===== config.mk =====
export PLATFORM = sky130hd
export DESIGN_NAME = sipo_word_receiver
export DESIGN_NICKNAME = d
export VERILOG_FILES = /design/src/rtl/sipo_word_receiver.sv
export SDC_FILE = /design/constraint.sdc
export NUM_CORES = 1
export LEC_CHECK = 0
export ABC_CLOCK_PERIOD_IN_PS = 2300
export CAP_MARGIN = 20
export CORE_AREA = 2 2 39 41
export DETAILED_ROUTE_END_ITERATION = 7
export DIE_AREA = 0 0 41 43
export GPL_TIMING_DRIVEN = 0
export PLACE_DENSITY = 0.74
export SETUP_SLACK_MARGIN = 0.3
export SKIP_LAST_GASP = 1
export SYNTH_ARGS = -nofsm -noshare
export SYNTH_HDL_FRONTEND = slang
export SYNTH_SLANG_ARGS = --single-unit

===== constraint.sdc =====
create_clock -name i_clk -period 2.3 [get_ports i_clk]
set_input_delay 0.345 -clock i_clk [delete_from_list [all_inputs] [get_ports i_clk]]
set_output_delay 0.345 -clock i_clk [all_outputs]
set_load 0.02 [all_outputs]

===== src/rtl/sipo_word_receiver.sv =====
// Serial-in/parallel-out word receiver: collects WIDTH strobed bits into a word,
// hands it off through a valid/ready holding register and flags dropped words.
module sipo_word_receiver #(
  parameter int WIDTH     = 4,
  parameter int MSB_FIRST = 0
) (
  input  logic                           i_clk,
  input  logic                           i_rst,
  input  logic                           i_d,
  input  logic                           i_shift,
  input  logic                           i_clear,
  input  logic                           i_ready,
  output logic [WIDTH-1:0]               o_q,
  output logic                           o_valid,
  output logic                           o_overrun,
  output logic [$clog2(WIDTH+1)-1:0]     o_bit_cnt
);

  localparam int CW = $clog2(WIDTH+1);
  localparam logic [CW-1:0] LAST = CW'(WIDTH-1);

  typedef enum logic {IDLE, RECV} state_t;

  state_t            state_q, state_d;
  logic [CW-1:0]     cnt_q, cnt_d;
  logic [WIDTH-1:0]  sr_q, sr_d;
  logic [WIDTH-1:0]  shifted;
  logic [WIDTH-1:0]  q_q;
  logic              valid_q;
  logic              overrun_q;
  logic              complete;
  logic              handshake;

  // The shifted value is also the finished word on the last bit's edge.
  always_comb begin
    shifted = sr_q;
    if (MSB_FIRST != 0) shifted = {sr_q[WIDTH-2:0], i_d};
    else                shifted = {i_d, sr_q[WIDTH-1:1]};
  end

  assign complete  = i_shift && !i_clear && (state_q == RECV) && (cnt_q == LAST);
  assign handshake = valid_q && i_ready;

  always_comb begin
    state_d = state_q;
    cnt_d   = cnt_q;
    sr_d    = sr_q;
    if (i_clear) begin
      state_d = IDLE;
      cnt_d   = '0;
      sr_d    = '0;
    end else if (i_shift) begin
      unique case (state_q)
        IDLE: begin
          state_d = RECV;
          cnt_d   = cnt_q + CW'(1);
          sr_d    = shifted;
        end
        RECV: begin
          if (cnt_q == LAST) begin
            state_d = IDLE;
            cnt_d   = '0;
            sr_d    = '0;
          end else begin
            cnt_d = cnt_q + CW'(1);
            sr_d  = shifted;
          end
        end
        default: state_d = IDLE;
      endcase
    end
  end

  always_ff @(posedge i_clk or negedge i_rst) begin
    if (!i_rst) begin
      state_q <= IDLE;
      cnt_q   <= '0;
      sr_q    <= '0;
    end else begin
      state_q <= state_d;
      cnt_q   <= cnt_d;
      sr_q    <= sr_d;
    end
  end

  // Holding register: a finished word is kept only if the slot is free or
  // being emptied on this same edge; otherwise it is dropped and flagged.
  always_ff @(posedge i_clk or negedge i_rst) begin
    if (!i_rst) begin
      q_q       <= '0;
      valid_q   <= 1'b0;
      overrun_q <= 1'b0;
    end else begin
      if (complete && (!valid_q || i_ready)) begin
        q_q     <= shifted;
        valid_q <= 1'b1;
      end else if (handshake) begin
        valid_q <= 1'b0;
      end
      if (i_clear)                          overrun_q <= 1'b0;
      else if (complete && valid_q && !i_ready) overrun_q <= 1'b1;
    end
  end

  assign o_q       = q_q;
  assign o_valid   = valid_q;
  assign o_overrun = overrun_q;
  assign o_bit_cnt = cnt_q;

endmodule

## Word level (Yosys, flattened, before mapping)

Index checks and enable logic that the tools add are counted.

- Output and inout port bits: 9
- Logic and storage cells: 39
- Flip-flop bits (word level): 14
- Input port bits: 6

- Multiplexer cells: 16
- Equality and inequality tests: 1
- Add/sub/neg operators: 1
- Reduce and logical (&&, ||, !) cells: 14
- Bitwise gates (word level): 1

Operator list:

| operator | count |
|---|---|
| $mux W4 | 3 |
| $mux W3 | 3 |
| $pmux W4 S2 | 1 |
| $logic_and A1 B1 Y1 | 7 |
| $mux W1 | 7 |
| $pmux W3 S2 | 1 |
| $reduce_bool A2 Y1 | 3 |
| $add A3 B1 Y3 const B | 1 |
| $eq A3 B2 Y1 const B | 1 |
| $logic_not A1 Y1 | 3 |
| $pmux W1 S2 | 1 |
| $logic_or A1 B1 Y1 | 1 |
| $not A1 Y1 | 1 |

## Logic depth before layout (Yosys ltp)

- Depth after elaboration: 8
- Gate-level depth with buffers: 4
- Depth with buffers taken out: 4

## Worst setup path after synthesis

Ideal clock, no wire load.

- Kind: register to register
- Start: register cnt_q[0], in the netlist o_bit_cnt[0]
- End: register q_q[0], in the netlist o_q[0]
- Setup time: 0.125 ns
- Data required time: 2.175 ns
- Arrival time: 1.447 ns
- Cell stages (with the launch flop): 5
- Path buffers: 0
- Path slack: 0.728 ns
- Period minus slack after synthesis: 1.572 ns
- Path through: dfrtp_1 -> ha_1 -> and3b_2 -> and4b_4 -> mux2_4

- Word-level cells in the longest chain between the ends: 3

Ends and longest elaborated chain:

| item | RTL line | source |
|---|---|---|
| start: declaration | 25 | `logic [CW-1:0] cnt_q, cnt_d;` |
| start signal: assignment | 81 | `cnt_q <= cnt_d;` |
| $eq A3 B2 Y1 | 41 | `assign complete = i_shift && !i_clear && (state_q == RECV) && (cnt_q == LAST);` |
| $logic_and A1 B1 Y1 | 41 |  |
| $logic_and A1 B1 Y1 | 94 | `if (complete && (!valid_q \|\| i_ready)) begin` |
| end signal: assignment | 95 | `q_q <= shifted;` |
| end: declaration | 28 | `logic [WIDTH-1:0] q_q;` |

Every way passes these cells.
A chain may end at the register's enable or synchronous reset.

## Worst setup path in the final report

- Start: register cnt_q[0], in the netlist o_bit_cnt[0]
- End: output o_bit_cnt[0]

RTL lines:

| item | RTL line | source |
|---|---|---|
| end: declaration | 16 | `output logic [$clog2(WIDTH+1)-1:0] o_bit_cnt` |

No word-level cell between the ends.

==> summary.md <==
| Metric | Value |
|---|---|
| Period minus WS final | `between 1.5 and 2 ns` |
| Top delay family on crit path | `buffers and inverters` |
| Most used DFF post-synth | `dfrtp_1` |
| Worst R2R Path Depth | `4` |
| CP Depth | `1` |
| Initial core utilization | `39.51%` |
| RSZ-0062 raised after global routing | `false` |
| Die width | `just over 40 um` |
| Total congestion overflow | `0` |
| FILL cells | `135` |
| Hpwl dp | `718.7 um` |
| CP Class | `flip-flop to primary output` |
| Wire length per cell | `approximately 14 um` |
| Most common cell after layout, fill and taps aside | `clkdlybuf4s50_1` |
| Syn Inst Count | `37` |
| Pwr per Cell Area | `approximately 590 mW/mm^2` |
| P_leak | `0.3442 nW` |
| Via count | `360` |
| Clk slew on worst S/H paths | `0.08 ns` |
| Slowest CP cell | `clkdlybuf4s50_1` |
| Core ar. | `0.001384 mm^2` |
| Final Setup Violations | `0` |
| Ports | `15` |
| CTS tree | `built` |
| Hold_buf cts | `0` |
| CP Capture Type | `primary output` |
| R2r endpoint | `o_q[0]$_DFFE_PN0P_` |
| Synthesized cell area | `approximately 550 um^2` |
| Total negative slack | `0 ns` |
| Critical Path, Cell by Cell | `clkdlybuf4s50_1` |
| FMAX | `0.6163 GHz` |
| Share of post-route cells with drive strength above 1 | `20.00%` |
| Placed insts | `67` |
| CTS Buf Count | `3` |
| Max Cap Violations | `0` |
| Setup Buffers After CTS | `0` |
| Hold WS | `0.4244 ns` |
| Num Clock Sinks | `13` |
| Syn_nets | `between 40 and 50` |
| Final nets | `63` |
| Total track usage | `14.37%` |
| Slew headroom | `62.73%` |
| WP data arrival | `1.28 ns` |
| Commonest non-fill, non-tap cells in the layout | `clkdlybuf4s50_1 (14), dfrtp_1 (13), a22o_1 (4), mux2_4 (4)` |
| Final period util | `70.54%` |
| Slew @ Worst Pin | `~0.56 ns` |
| Maximum VDD drop | `about 230 uV` |
| Antenna Violating Nets Remaining | `0` |
| Clock buffer depth | `2` |
| Drt pass-1 iters | `2` |
| Synth cell types | `16` |
| Req. time, crit path | `just under 2 ns` |
| Yosys warning total | `0` |
| CP startpoint kind | `flip-flop` |
| Seq/Total Area, Yosys | `59.50%` |
| Reg-to-reg startpoint | `o_bit_cnt[0]$_DFFE_PN0P_` |
| Die span in y | `43 um` |
| 1st-iter DRT viols | `2` |
| Largest stage delay, worst path | `a little over 0.6 ns` |
| Worst path buffer plus inverter count | `1` |
| Largest net degree at the start of global routing | `14` |
| HP Class | `primary input to async pin` |
| Hold Fails Final Rpt | `0` |
| IO buf count | `14` |
| Status | `complete, no violations` |
| Register area | `325.3 um^2` |
| DR vias/cell | `between 5 and 6` |
| Root Buffer | `clkbuf_4` |
| Multi-input gate area | `~220 um^2` |
| Clk_lat worst skew | `0.27 ns` |
| Async SR Flop Fraction | `100.0%` |
| Syn-to-layout area delta | `34.10%` |
| Drt drc | `0` |
| Cell Count, Final, Fillers Out | `71` |
| Pins over their slew limit | `0` |
| First-pass GRT wire length | `1593 um` |
| Register bit total from synthesis | `13` |
| H-tree levels | `1` |
| Number of gates resized after CTS | `0` |
| Die area | `0.001763 mm^2` |
| Initial antenna violation count | `0` |
| DRT Wirelength | `970 um` |
| Avg Inst Size Synth | `14.78 um^2` |
| Antenna diodes | `0` |
| GPL Wtd Cong | `0.6591` |
| Std cell rows | `14` |
| Clock Skew | `between 0.003 and 0.004 ns` |
| Worst-path maximum fanout | `3` |
| Number of global-route vias before repair | `roughly 370` |
| FF-to-FF setup slack | `approximately 0.77 ns` |
| EDFF count, synth | `0` |
[worst register-to-register path: cells and delay by family (launching register included)]
family | cells | cell delay (ns)
and+or+nand+nor | 2 | 0.54
adders and majority gates | 1 | 0.18
DFF | 1 | 0.39
muxes | 1 | 0.31
[cell type report]
type                    count  area share [%]
multi-input cells          23           29.69
flip-flops and latches     13           44.37
repair buffers             14           19.11
well taps                  16           2.730
inverters                   1          0.5119
clock buffers               4           3.584
[layer usage]
metal | vias up | share of wire, % | routed length, um | global-route usage (%)
met5 | - | 0 | 0 | 0
met4 | 0 | 1.2 | 12 | 12.00
met3 | 2 | 3.4 | 33 | 4.712
met2 | 8 | 53 | 511 | 21.88
met1 | 179 | 43 | 413 | 14.86
li1 | 171 | - | - | -
[per-stage QoR]
| stage | power (mW) | setup slack [ns] | area [um^2] | utilization, % |
|---|---|---|---|---|
| 5_1_grt | 0.4560 | 0.6202 | 733.2 | 52.98 |
| 2_1_floorplan | 0.2688 | 0.7284 | 546.8 | - |
| 6_report | 0.4320 | 0.6775 | 733.2 | 52.98 |
| 3_5_place_dp | 0.2976 | 0.5524 | 706.9 | 51.09 |
| 3_3_place_gp | 0.2965 | 0.5538 | 706.9 | 51.09 |
| 4_1_cts | 0.4408 | 0.6634 | 733.2 | 52.98 |
[where the power goes]
part | switching, mW | total [mW] | internal [mW]
Clock | 0.0724 | 0.140 | 0.0672
Combinational | 0.0224 | 0.0499 | 0.0275
Sequential | 0.00603 | 0.242 | 0.236
[state kept, by name, indices dropped and copies added (netlist names)]
register and count:
o_q 4, o_bit_cnt 3, sr_q 3, o_overrun 1, o_valid 1, state_q 1
[Yosys cell counts (2+ instances only)]
cell type | count | share of area [%]
dfrtp_1 | 13 | 59
a22o_1 | 4 | 6.4
mux2_4 | 4 | 11
nor2_1 | 3 | 2.1
nand2_1 | 2 | 1.4
[kinds of logic (layout without fill, tap and decap cells)]
group / Yosys count / in the layout / share of synthesized area [%]
compound gates: 6 / 6 / 8.925
mux: 6 / 6 / 14.87
fa+ha+maj: 1 / 1 / 2.288
simple gates: 10 / 10 / 13.73
flops: 13 / 13 / 59.50
buf+inv: 1 / 19 / 0.6858
[worst max-delay path by stage]
stage                             start                  to  slack [ns]
2_1_floorplan  o_bit_cnt[0]$_DFFE_PN0P_  o_q[0]$_DFFE_PN0P_        0.73
3_3_place_gp                    i_clear  o_q[3]$_DFFE_PN0P_        0.55
4_1_cts        o_bit_cnt[0]$_DFFE_PN0P_        o_bit_cnt[0]        0.66
3_5_place_dp                    i_clear  o_q[0]$_DFFE_PN0P_        0.55
6_report       o_bit_cnt[0]$_DFFE_PN0P_        o_bit_cnt[0]        0.68
5_1_grt        o_bit_cnt[0]$_DFFE_PN0P_        o_bit_cnt[0]        0.62
No activity file was read; power rests on OpenSTA's default activity.
